## src/rtl/seq_mlp_layer.sv

```systemverilog
// Time-multiplexed dense layer: one MAC walks the NOUT x NIN weight matrix, then bias/saturate per neuron.
// Optional ReLU on the written outputs when SEQ_MLP_RELU_EN is defined.
module seq_mlp_layer #(
    parameter int WIDTH = 16,
    parameter int NIN   = 2,
    parameter int NOUT  = 2,
    parameter int FRAC  = 0,
    parameter logic [WIDTH*NIN*NOUT-1:0] WEIGHTS_MATRIX_FLAT = '0,
    parameter logic [WIDTH*NOUT-1:0]     BIAS_FLAT           = '0
) (
    input  logic                                clk,
    input  logic                                rst_n,
    input  logic                                in_valid,
    output logic                                in_ready,
    input  logic signed [0:NIN-1][WIDTH-1:0]    in,
    output logic                                out_valid,
    input  logic                                out_ready,
    output logic signed [0:NOUT-1][WIDTH-1:0]   out
);
    localparam int AW = 2*WIDTH + $clog2(NIN) + 1;
    localparam int RW = AW + 1;
    localparam int IW = (NOUT > 1) ? $clog2(NOUT) : 1;
    localparam int JW = (NIN > 1) ? $clog2(NIN) : 1;
    localparam logic signed [RW-1:0] SMAX = {{(RW-WIDTH+1){1'b0}}, {(WIDTH-1){1'b1}}};
    localparam logic signed [RW-1:0] SMIN = {{(RW-WIDTH+1){1'b1}}, {(WIDTH-1){1'b0}}};

    typedef enum logic [1:0] {IDLE, MAC, FIN, DONE} state_t;
    state_t state, state_nxt;

    logic signed [WIDTH-1:0] wmem [NOUT][NIN];
    logic signed [WIDTH-1:0] bmem [NOUT];
    logic signed [WIDTH-1:0] x_reg [NIN];
    logic signed [AW-1:0]    acc, acc_sh;
    logic signed [2*WIDTH-1:0] prod;
    logic signed [RW-1:0]    r;
    logic signed [WIDTH-1:0] res_sat, res;
    logic [IW-1:0] i;
    logic [JW-1:0] j;
    logic last_j, last_i;

    genvar gi, gj;
    generate
        for (gi = 0; gi < NOUT; gi++) begin : g_row
            assign bmem[gi] = BIAS_FLAT[(NOUT-1-gi)*WIDTH +: WIDTH];
            for (gj = 0; gj < NIN; gj++) begin : g_col
                assign wmem[gi][gj] = WEIGHTS_MATRIX_FLAT[(NIN*NOUT-(gi*NIN+gj))*WIDTH-1 -: WIDTH];
            end
        end
    endgenerate

    assign last_j = (j == JW'(NIN-1));
    assign last_i = (i == IW'(NOUT-1));
    assign prod   = x_reg[j] * wmem[i][j];
    assign acc_sh = acc >>> FRAC;
    assign r      = RW'(acc_sh) + RW'(bmem[i]);

    always_comb begin
        res_sat = r[WIDTH-1:0];
        if (r > SMAX)      res_sat = SMAX[WIDTH-1:0];
        else if (r < SMIN) res_sat = SMIN[WIDTH-1:0];
`ifdef SEQ_MLP_RELU_EN
        res = res_sat[WIDTH-1] ? '0 : res_sat;
`else
        res = res_sat;
`endif
    end

    always_ff @(posedge clk) begin
        if (!rst_n) state <= IDLE;
        else        state <= state_nxt;
    end

    always_comb begin
        state_nxt = state;
        in_ready  = 1'b0;
        out_valid = 1'b0;
        case (state)
            IDLE: begin
                in_ready = 1'b1;
                if (in_valid) state_nxt = MAC;
            end
            MAC:  if (last_j) state_nxt = FIN;
            FIN:  state_nxt = last_i ? DONE : MAC;
            DONE: begin
                out_valid = 1'b1;
                if (out_ready) state_nxt = IDLE;
            end
            default: state_nxt = IDLE;
        endcase
    end

    always_ff @(posedge clk) begin
        if (!rst_n) begin
            acc <= '0;
            i   <= '0;
            j   <= '0;
            out <= '0;
            for (int k = 0; k < NIN; k++) x_reg[k] <= '0;
        end else begin
            case (state)
                IDLE: if (in_valid) begin
                    for (int k = 0; k < NIN; k++) x_reg[k] <= in[k];
                    acc <= '0;
                    i   <= '0;
                    j   <= '0;
                end
                MAC: begin
                    acc <= acc + AW'(prod);
                    if (!last_j) j <= j + 1'b1;
                end
                FIN: begin
                    out[i] <= res;
                    acc    <= '0;
                    if (!last_i) begin
                        i <= i + 1'b1;
                        j <= '0;
                    end
                end
                default: ;
            endcase
        end
    end
endmodule

```

## config.mk

```make
export PLATFORM = sky130hd
export DESIGN_NAME = seq_mlp_layer
export DESIGN_NICKNAME = d
export VERILOG_FILES = /design/src/rtl/seq_mlp_layer.sv
export SDC_FILE = /design/constraint.sdc
export NUM_CORES = 1
export LEC_CHECK = 0
export CORE_MARGIN = 8
export CORE_UTILIZATION = 24
export DETAILED_ROUTE_END_ITERATION = 10
export PLACE_DENSITY_LB_ADDON = 0.05
export SLEW_MARGIN = 15
export SYNTH_ARGS = -nofsm -noshare
export SYNTH_HDL_FRONTEND = slang
export SYNTH_SLANG_ARGS = --single-unit
export TNS_END_PERCENT = 20
```

## constraint.sdc

```tcl
create_clock -name clk -period 2.1 [get_ports clk]
set_clock_uncertainty 0.05 [all_clocks]
set_input_delay 0.21 -clock clk [delete_from_list [all_inputs] [get_ports clk]]
set_output_delay 0.21 -clock clk [all_outputs]
set_load 0.01 [all_outputs]
```

; Word-level counts from Yosys, hierarchy flattened
; Memories as Yosys holds them, arrays and structs flattened. A register that Yosys moved wholly into a read port is not among the register bits.
; Index checks and enable logic that the tools add are counted.
[totals]
ff_bits = 70
latch_bits = 0
ram_bits = 32
romBits = 0
in_bits = 36
output_inout_bits = 34
elab_cells = 72
memories = 1
[classes]
n_addsub = 4
mul = 1
div_mod_pow = 0
n_lt_le_gt_ge = 5
eq_ne = 7
n_shift = 0
mux = 36
bitwise = 4
n_reduce_logical = 8
[mem_list]
columns = memory, depth, width, read_ports, rd_ports_with_merged_regs, write_ports, line_no
row1 = x_reg, 2, 16, 1, 1, 2, 32  ; logic signed [WIDTH-1:0] x_reg [NIN];
[ops]
columns = op, n
row1 = $mux W16, 10
row2 = $pmux W34 S3, 1
row3 = $mux W32, 2
row4 = $add A34 B16 Y35, 1
row5 = $gt A35 B16 Y1 const B, 1
row6 = $lt A35 B16 Y1 const B, 1
row7 = $add A34 B32 Y34, 1
row8 = $mux W34, 1
row9 = $bwmux W32, 1
row10 = $mul A16 B16 Y32, 1
row11 = $demux W16 S1, 1
row12 = $mux W1, 13
row13 = $mux W2, 4
row14 = $ne A2 B2 Y1 const B, 4
row15 = $pmux W2 S4, 1
row16 = $reduce_and A3 Y1, 2
row17 = $eq A2 B2 Y1 const B, 2
row18 = $ge A2 B2 Y1 const B, 2
row19 = $not A1 Y2, 2
row20 = $reduce_and A2 Y1, 2
row21 = $pmux W1 S3, 1
row22 = $reduce_bool A3 Y1, 1
row23 = $add A1 B1 Y1 const B, 2
row24 = $eq A2 B1 Y1 const B, 1
row25 = 6 further kinds, 7

; Depth between registers and ports, before layout
[logic_depth]
word_depth = 10
ltp_mapped = 4

; Worst setup path after synthesis
; No wires, ideal clock.
[synth_path]
path_kind = register -> register
from = register state[0]
to = register j
setup_time_ps = 133
arrival_time_ps = 729
required_time_ps = 1917
slack_ps = 1188
stages_incl_launch_ff = 4
n_path_buf = 1
period_less_slack_ps = 912
cell_sequence = dfxtp_1 -> buf_6 -> nor2_1 -> a211oi_2
[synth_via]
elab_chain_cells = 3
elab_cells_between_ends = 8
[synth_rtl]
columns = item, line_no
row1 = start: declaration, 28  ; state_t state, state_nxt;
row2 = start signal: assignment, 70  ; else state <= state_nxt;
row3 = $eq A2 B2 Y1 (tied with other cells), 100  ; case (state)
row4 = $ne A2 B2 Y1 (no line) / $reduce_bool A3 Y1 (equally long branches), n/a
row5 = $reduce_and A3 Y1 (no line), n/a
row6 = end signal: assignment, 109  ; if (!last_j) j <= j + 1'b1;
row7 = end: declaration, 38  ; logic [JW-1:0] j;
; Parallel ways exist; a longest one is shown, timed or not.
; A chain may end at the register's enable or synchronous reset.

; Worst setup path in the final report
[layout_path]
from = register state[0]
to = output port out_valid
[layout_via]
elab_chain_cells = 2
[layout_rtl]
columns = item, line_no
row1 = $eq A2 B2 Y1, 77  ; case (state)
row2 = $mux W1, 77
row3 = end: declaration, 16  ; output logic out_valid,
; No other way between the ends.

==> run_results.csv <==
group,metric,value,unit
run_status,outcome,"complete, no violations",
power,p_int,160,uW
power,clockPowerShare,40.2,%
clocking,cts_tree,"built",
layout,fill_cells,206,
die,ios,70,
grt,grt_pass1_wl,1.24,mm
power,p_leak,0.000206,uW
setup_path,cp_top_family,"buffers and inverters",
clocking,clkTransAtPathRegs,0.04,ns
clocking,clock_sinks,4,
setup_path,cp_data_arrival_time,1.45,ns
sta,fmax,583,MHz
setup_path,path_max_fanout,10,
power,peakVddDrop,0.151,mV
power,report.power.total,238,uW
route,vias,266,
die,dieWidth,59.1,um
logic_synthesis,yosys_warnings,0,
sta,hold_slack,0.458,ns
place,dp.cells,85,
layout,seq_area,80.1,sq um
setup_path,worstPathRequired,1.84,ns
route,drc,0,
die,core,1750,sq um
place,port_buffers,5,
power,power.share.sequential,37.5,%
grt,antenna_found_initial,0,
sta,totalNegativeSetupSlack,0,ns
logic_synthesis,synthDominantAreaCellType,"buf_4",
sta,hold_violations,0,
die,rows,15,
route,wl_per_cell,8.77,um
clocking,post-cts-setup-buffers,0,
place,place_congestion,0.644,
logic_synthesis,synth-edff-count,0,
clocking,cts.htree.levels,1,
clocking,clk_latency,0.23,ns
layout,drive_gt1_share,11.1,%
grt,first_global_vias,286,
setup_path,startpoint_type,"flop",
layout,final_cells,88,
clocking,cts-resized-gates,0,
logic_synthesis,synthTopCellsByArea,"buf_4 54%, dfxtp_1 18%, o21ai_1 4.5%",
setup_path,worstPathBufferInverterCount,1,
setup_path,crit_path_top_delay_cell,"clkdlybuf4s50_1",
logic_synthesis,synthTopCellsByCount,"32 x buf_4, 4 x dfxtp_1, 4 x nand2_1, 4 x o21ai_1",
route,initialDrtViolationCount,5,
clocking,cts_made_buffers,3,
layout,nNetsFinal,101,
sta,fin_crit_sh,81.6,%
power,swShare,32.6,%
logic_synthesis,synth_top_area_share,53.9,%
setup_path,endpoint_kind,"output pin",
setup_path,path_class,"reg2out",
clocking,clk_path_buf_depth,2,
sta,setup_viol,0,
sta,drv_slew,0,
grt,overflow,0,
sta,rsz0062_at_grt,"no",
route,first_pass_iters,4,
place,dp_hpwl,675,um
logic_synthesis,postSynth.asyncResetShare,0,%
die,die_area,3490,sq um
logic_synthesis,yosysSeqAreaShare,18.0,%
sta,period_needed,1.71,ns
clocking,hold_buffers,0,
die,start_util,25.5,%
clocking,clockRootBuffer,"clkbuf_4",
route,routed_wirelength,772,um
logic_synthesis,synth_area,445,sq um
route,viasPerCell,3.02,
setup_path,cp_cell_sequence,"and2_2, clkdlybuf4s50_1",
job,maxCapViolCount,0,
grt,grt_use_total,4.79,%
layout,multiInputGateArea,223,sq um
layout,final_util,23.7,%
grt,grt_max_degree,11,
logic_synthesis,ys_seq_elements,4,
power,p_per_area,575,nW/um^2
logic_synthesis,ys.flop_type,"dfxtp_1",
die,die_y,59.1,um
logic_synthesis,synth.most_common_cell,"buf_4",
layout,diodes,0,
logic_synthesis,ys_types,17,
route,detail-route-antenna-nets,0,
layout,area_growth,-7.02,%
power,switching_power,77.6,uW
logic_synthesis,syn_avg_cell_area,7.81,sq um
setup_path,critPathMaxStageDelay,0.53,ns
logic_synthesis,synthCells,57,
power,p_comb_share,22.4,%
worst_hold_path,hold_class,"reg2reg",
[cell families after synthesis]
| kind of cell | share of synthesized area [%] |
|---|---|
| DFF | 18.0 |
| AOI/OAI and AO/OA | 12.1 |
| other | 0.842 |
| and+or+nand+nor | 11.0 |
| buffers and inverters | 58.1 |
[registers in the layout, summed over array words and instances (netlist names)]
register,cells
j,1
i,1
state,2
[path summary, 6_finish.rpt]
check | from | to | slack (ns) | depth (start not counted)
min | i$_SDFFE_PN0P_ | i$_SDFFE_PN0P_ | 0.46 | 2
min reg2reg | i$_SDFFE_PN0P_ | i$_SDFFE_PN0P_ | 0.46 | 2
max | state[0]$_SDFFE_PN0P_ | out_valid | 0.39 | 2
max reg2reg | state[0]$_SDFFE_PN0P_ | state[0]$_SDFFE_PN0P_ | 1.14 | 3
[worst min-delay path, delay by kind of cell (launching register included)]
kind / cells / cell delay (ns)
compound gates: 2 / 0.14
flops: 1 / 0.32
[metrics by stage]
step	worst slack [ns]	cell area (sq um)
after CTS	0.376	414
after global placement	0.612	392
after global routing	0.303	414
final	0.386	414
after detailed placement	0.631	392
after floorplan	1.19	562
[power by group through the flow]
stage / combinational, uW / clock, uW / sequential [uW]
2_1_floorplan: 89.0 / 0 / 85.5
3_3_place_gp: 51.4 / 0 / 91.1
3_5_place_dp: 50.9 / 0 / 90.1
4_1_cts: 51.0 / 99.8 / 88.9
5_1_grt: 60.5 / 109 / 90.4
6_report: 53.2 / 95.6 / 89.2
[layout by cell type, fill, tap and decap left out]
cell	n
a211oi_2	1
a21boi_1	1
a21oi_1	1
and2_2	1
clkbuf_4	3
clkdlybuf4s50_1	5
conb_1	32
dfxtp_1	4
inv_1	1
inv_2	1
nand2_1	4
nand2b_1	1
nand4_1	1
nor2_1	1
nor3_2	1
o2111ai_1	1
o21ai_1	4
[area by class of cell]
type / count / share of cell area [%]
Clock buffer: 3 / 5.44
Inverter: 2 / 1.81
Multi-Input combinational cell: 49 / 53.8
Sequential cell: 4 / 19.3
Tap cell: 25 / 7.55
Timing Repair Buffer: 5 / 12.1
[routing by layer]
metal / vias up / global-route usage (%) / wire length, um
li1: 131 / - / -
met1: 113 / 4.61 / 301
met2: 22 / 6.54 / 327
met3: 0 / 3.69 / 143
met4: 0 / 4.10 / 0
met5: - / 0 / 0
(Power assumes the default switching activity.)
